## src/rtl/fb_scaled_reader.sv

```systemverilog
// Scales 128x128 display coordinates onto an 80x60 RGB444 buffer and returns RGB565.
// Define FB_SCALED_READER_BGR_EN to pack the output as {b5,g6,r5}.
module fb_scaled_reader #(
   parameter int C_SRC_COLS      = 80,
   parameter int C_SRC_ROWS      = 60,
   parameter int C_DST_SIZE_LOG2 = 7,
   parameter int C_NB_ADDR       = 13,
   parameter int C_RD_LATENCY    = 1
) (
   input  logic                       clk,
   input  logic                       reset,
   input  logic [C_DST_SIZE_LOG2-1:0] x,
   input  logic [C_DST_SIZE_LOG2-1:0] y,
   input  logic                       next_pixel,
   output logic [C_NB_ADDR-1:0]       rd_addr,
   output logic                       rd_en,
   input  logic [11:0]                rd_data,
   output logic [15:0]                color,
   output logic                       color_valid,
   output logic [7:0]                 frame_cnt,
   output logic                       overrun
);

   localparam int C_W = C_DST_SIZE_LOG2;

   typedef enum logic [1:0] {
      S_IDLE,
      S_ADDR,
      S_WAIT,
      S_LATCH
   } state_t;

   state_t state, state_nxt;

   logic [2*C_W-1:0] last_xy;
   logic [C_W-1:0]   cur_x, cur_y;
   logic [C_W-1:0]   pend_x, pend_y;
   logic             pending;
   logic [1:0]       wait_cnt;

   logic             req;
   logic             ld_cur;
   logic             use_pend;
   logic             store_pend;
   logic             clr_pend;
   logic             set_ovr;
   logic             do_fetch;
   logic             do_latch;
   logic             clr_valid;

   logic [C_NB_ADDR-1:0] addr_calc;
   logic [4:0]           r5, b5;
   logic [5:0]           g6;
   logic [15:0]          color_nxt;

   assign req = next_pixel | ({y, x} != last_xy);

   // Products kept at 32 bits so the shift sees the full value before truncation.
   assign addr_calc = C_NB_ADDR'(
      ((32'(cur_y) * 32'(C_SRC_ROWS)) >> C_DST_SIZE_LOG2) * 32'(C_SRC_COLS) +
      ((32'(cur_x) * 32'(C_SRC_COLS)) >> C_DST_SIZE_LOG2));

   assign r5 = {rd_data[11:8], rd_data[11]};
   assign g6 = {rd_data[7:4], rd_data[7:6]};
   assign b5 = {rd_data[3:0], rd_data[3]};

`ifdef FB_SCALED_READER_BGR_EN
   assign color_nxt = {b5, g6, r5};
`else
   assign color_nxt = {r5, g6, b5};
`endif

   always_ff @(posedge clk) begin
      if (reset) begin
         state <= S_IDLE;
      end else begin
         state <= state_nxt;
      end
   end

   always_comb begin
      state_nxt  = state;
      ld_cur     = 1'b0;
      use_pend   = 1'b0;
      store_pend = 1'b0;
      clr_pend   = 1'b0;
      set_ovr    = 1'b0;
      do_fetch   = 1'b0;
      do_latch   = 1'b0;
      clr_valid  = 1'b0;
      unique case (state)
         S_IDLE: begin
            if (req) begin
               ld_cur    = 1'b1;
               clr_valid = 1'b1;
               state_nxt = S_ADDR;
            end
         end
         S_ADDR: begin
            do_fetch   = 1'b1;
            clr_valid  = 1'b1;
            store_pend = req;
            set_ovr    = req & pending;
            state_nxt  = S_WAIT;
         end
         S_WAIT: begin
            store_pend = req;
            set_ovr    = req & pending;
            if (wait_cnt == 2'd1) begin
               state_nxt = S_LATCH;
            end
         end
         S_LATCH: begin
            do_latch = 1'b1;
            set_ovr  = req & pending;
            // A live request beats the stored one: newest coordinates win.
            if (req) begin
               ld_cur    = 1'b1;
               clr_pend  = 1'b1;
               state_nxt = S_ADDR;
            end else if (pending) begin
               ld_cur    = 1'b1;
               use_pend  = 1'b1;
               clr_pend  = 1'b1;
               state_nxt = S_ADDR;
            end else begin
               state_nxt = S_IDLE;
            end
         end
         default: state_nxt = S_IDLE;
      endcase
   end

   always_ff @(posedge clk) begin
      if (reset) begin
         last_xy     <= '1;
         cur_x       <= '0;
         cur_y       <= '0;
         pend_x      <= '0;
         pend_y      <= '0;
         pending     <= 1'b0;
         overrun     <= 1'b0;
         wait_cnt    <= '0;
         rd_addr     <= '0;
         rd_en       <= 1'b0;
         color       <= '0;
         color_valid <= 1'b0;
         frame_cnt   <= '0;
      end else begin
         if (req) begin
            last_xy <= {y, x};
         end
         if (ld_cur) begin
            cur_x <= use_pend ? pend_x : x;
            cur_y <= use_pend ? pend_y : y;
         end
         if (store_pend) begin
            pend_x  <= x;
            pend_y  <= y;
            pending <= 1'b1;
         end else if (clr_pend) begin
            pending <= 1'b0;
         end
         if (set_ovr) begin
            overrun <= 1'b1;
         end
         rd_en <= do_fetch;
         if (do_fetch) begin
            rd_addr  <= addr_calc;
            wait_cnt <= 2'(C_RD_LATENCY);
         end else if (state == S_WAIT) begin
            wait_cnt <= wait_cnt - 2'd1;
         end
         if (do_latch) begin
            color       <= color_nxt;
            color_valid <= 1'b1;
         end else if (clr_valid) begin
            color_valid <= 1'b0;
         end
         if (next_pixel && (&x) && (&y)) begin
            frame_cnt <= frame_cnt + 8'd1;
         end
      end
   end

endmodule

```

## config.mk

```make
export PLATFORM = sky130hd
export DESIGN_NAME = fb_scaled_reader
export DESIGN_NICKNAME = d
export VERILOG_FILES = /design/src/rtl/fb_scaled_reader.sv
export SDC_FILE = /design/constraint.sdc
export NUM_CORES = 1
export LEC_CHECK = 0
export BUFFER_PORTS_ARGS = -buffer_cell sky130_fd_sc_hd__buf_2
export CAP_MARGIN = 5
export CORE_MARGIN = 5
export CORE_UTILIZATION = 52
export DETAILED_ROUTE_END_ITERATION = 7
export GPL_ROUTABILITY_DRIVEN = 1
export PLACE_DENSITY = 0.8
export SETUP_SLACK_MARGIN = 0.1
export SLEW_MARGIN = 20
export SYNTH_ARGS = -nofsm -noshare
export SYNTH_HDL_FRONTEND = slang
export SYNTH_SLANG_ARGS = --single-unit
export TNS_END_PERCENT = 100
```

## constraint.sdc

```tcl
create_clock -name clk -period 4.8 [get_ports clk]
set_input_delay 0 -clock clk [delete_from_list [all_inputs] [get_ports clk]]
set_output_delay 0 -clock clk [all_outputs]
set_load 0.01 [all_outputs]
```

==> reports/metrics.csv <==
metric,value,unit
Max Freq,215.1,MHz
hold_sp,next_pixel,
post-synth top area cell,dfxtp_1,
Synth warnings,0,
Max Cap Viol,0,
R2R depth,16,
Hold WS,0.1946,ns
Post-synth EDFFs,0,
"Slew Viols, Final",0,
final setup vio count,0,
most numerous cell in the Yosys netlist,dfxtp_1,
via count,4161,
Total Neg Setup Slack,0,ns
critical path required time,5.08,ns
clock slew seen by the registers of the worst setup and hold paths,0.09,ns
first-pass GRT wire length,18720,um
Num CTS Buffers,9,
kind of critical path,flop to flop,
RSZ-0062 raised after global routing,true,
CTS tree,built,
RePlAce Congestion,0.8577,
most common flop cell mapped by yosys,dfxtp_1,
RR Startpoint,cur_y[2]$_SDFFE_PP0P_,
Critical path buffers and inverters,2,
WL/cell,15.14,um
Slew HR,33.78,%
worst min path class,primary input to flop,
critical path peak fanout,4,
Post-route DRC,0,
Mapped Area,0.004766,mm^2
layout cells sized above 1,21.76,%
period utilisation layout,96.84,%
min Tclk post-route,4.648,ns
Area contributors post-synth,"dfxtp_1 (35%), ha_1 (10%), fa_1 (5.5%), nor2_1 (4.9%), mux2i_1 (4.8%)",
grt ovf,0,
Final Hold Viols,0,
Clock Path Buffers,2,
Post-synth ARST share,0,%
CP Cell Sequence,inv_1 > fa_1 > fa_1 > inv_1 > ha_1 > nand3_2 > o221a_4 > xnor2_2 > ha_1 > ha_1 > fa_1 > xor2_1 > o2111ai_1 > or2_2 > a311o_1 > nor3_2,
final clock skew,0.01290,ns
CTS HTree Levels,3,
Final #Nets,700,
Final HPWL DP,7584,um
Skew-Pair Late Insertion Delay,0.35,ns
startpoint type of the worst setup path,flop,
DR iter-0 viols,162,
Ant. Diodes,0,
largest net degree at the start of global routing,76,
hold depth,5,
Avg Inst Size Synth,8.875,um^2
Yosys cell types,56,
Die Height,105.7,um
worst hold path endpoint,frame_cnt[0]$_SDFFE_PP0P_,
io pins,69,
Die W,105.7,um
Post-DP Area,0.005156,mm^2
synth cell count leaders,"dfxtp_1 (83), nor2_1 (62), ha_1 (38)",
Routed Antenna Nets,0,
Initial Util,52.57,%
CTS root buf,clkbuf_8,
Die ar.,0.01118,mm^2
Tot GR Track Use,19.97,%
vias in the first global route,4120,
CP peak stage delay,0.54,ns
# rows,35,
#FFs+latches synth,83,
critical path's top delay family,adder cells,
post-route cell area,0.005762,mm^2
Worst setup EP type,flop,
via/cell ratio,5.654,
Mapped Nets,617,
Routed WL,11140,um
status,"complete, no violations",
worst r2r dst,rd_addr[12]$_SDFFE_PP0P_,
Reg2Reg Setup Slack,0.15,ns
1st-pass router iterations,5,
CP max-delay cell,fa_1,
initial antenna violation count,0,
Buffers on Ports,68,
Post-Synthesis Cells,537,
worst slew pin tran,0.9896,ns
"Seq/Total Area, Yosys",34.86,%
Core Area,0.009065,mm^2
Syn-to-layout area delta,20.90,%
Worst Path Arrival,4.93,ns
Num Clock Sinks,83,
share of the synthesized area in the top cell type,34.86,%
metal layers:
layer / global-route usage (%) / vias to the layer above / share of wire, % / routed length, um
met5: 0 / - / 0 / 0
met4: 5.273 / 0 / 1.9 / 207
met3: 4.409 / 27 / 3.6 / 399
met2: 36.11 / 94 / 52 / 5827
met1: 23.81 / 2012 / 42 / 4709
li1: - / 2028 / - / -
sequential cells by signal, indices dropped and copies added (netlist names):
register / count
last_xy: 14
rd_addr: 13
color: 12
frame_cnt: 8
cur_x: 7
cur_y: 7
pend_x: 7
pend_y: 7
state: 2
wait_cnt: 2
color_valid: 1
overrun: 1
pending: 1
rd_en: 1
through the flow:
stage	setup slack (ns)	cells	util, %
global route	0.01728	736	63.56
CTS	0.1204	735	62.22
global placement	0.2280	692	56.88
floorplan	0.2293	537	-
finish	0.1518	736	63.56
detailed placement	0.01050	692	56.88
tightest hold or removal path, cell delays in order:
cell and delay (ns):
buf_2 0.11, nand4_1 0.10, nor4_1 0.10, xnor2_1 0.15, nor2_1 0.04
how the worst max path moves through the flow:
stage	startpoint	end	slack (ns)	depth (start not counted)
after detailed placement	cur_y[4]$_SDFFE_PP0P_	rd_addr[12]$_SDFFE_PP0P_	0.01	17
after CTS	cur_y[2]$_SDFFE_PP0P_	rd_addr[12]$_SDFFE_PP0P_	0.12	17
after floorplan	cur_y[4]$_SDFFE_PP0P_	rd_addr[12]$_SDFFE_PP0P_	0.23	16
final	cur_y[2]$_SDFFE_PP0P_	rd_addr[12]$_SDFFE_PP0P_	0.15	16
after global placement	cur_y[4]$_SDFFE_PP0P_	rd_addr[12]$_SDFFE_PP0P_	0.23	17
after global routing	cur_y[2]$_SDFFE_PP0P_	rd_addr[12]$_SDFFE_PP0P_	0.02	16
repair_timing:
item / 4_1_cts / 5_1_grt
hold buffers: 27 / 0
cloned: 0 / 0
pin swaps: 0 / 3
buffers inserted: 0 / 1
hold endpoints to repair: 57 / 0
resized for setup: 4 / 27
endpoints found under the setup margin: 1 / 3
cells in the final DEF, fill, tap and decap left out, types with 3 or more instances in the layout:
cell / n
ha_1: 36
xnor2_1: 11
xor2_1: 20
nor2_1: 59
o21a_1: 4
buf_4: 6
mux2i_1: 22
a211oi_1: 7
clkbuf_8: 9
fa_1: 13
or3_1: 4
nand2_1: 37
inv_1: 30
nor2b_1: 3
a311oi_1: 14
nand2b_1: 6
nand4_1: 6
dfxtp_2: 5
or2_2: 17
nand3_1: 18
dlygate4sd3_1: 27
nor4_1: 5
clkinv_4: 3
a21o_1: 10
buf_2: 68
dfxtp_1: 78
a21oi_1: 29
nor3_1: 3
o21ai_0: 20
layout make-up:
cell class                      instances  area [um^2]
Clock inverter                          5        63.81
Multi-Input combinational cell        393         2984
Fill cell                             720         3303
Inverter                               32        120.1
Timing Repair Buffer                  101        655.6
Clock buffer                           11        131.4
Sequential cell                        83         1668
Tap cell                              111        138.9
cell families (layout without fill, tap and decap cells):
family	after synthesis	count (layout)	synth area share, %
and+or+nand+nor	176	176	18.01
AOI/OAI and AO/OA	110	110	15.62
DFF	83	83	34.86
buffers and inverters	61	149	5.172
adders and majority gates	51	51	15.44
xor gates and xnor gates	33	33	6.065
muxes	23	23	4.831
Power is left out: the tool's default activity adds up to more than one toggle a clock period on the data nets, which glitch-free logic cannot reach.
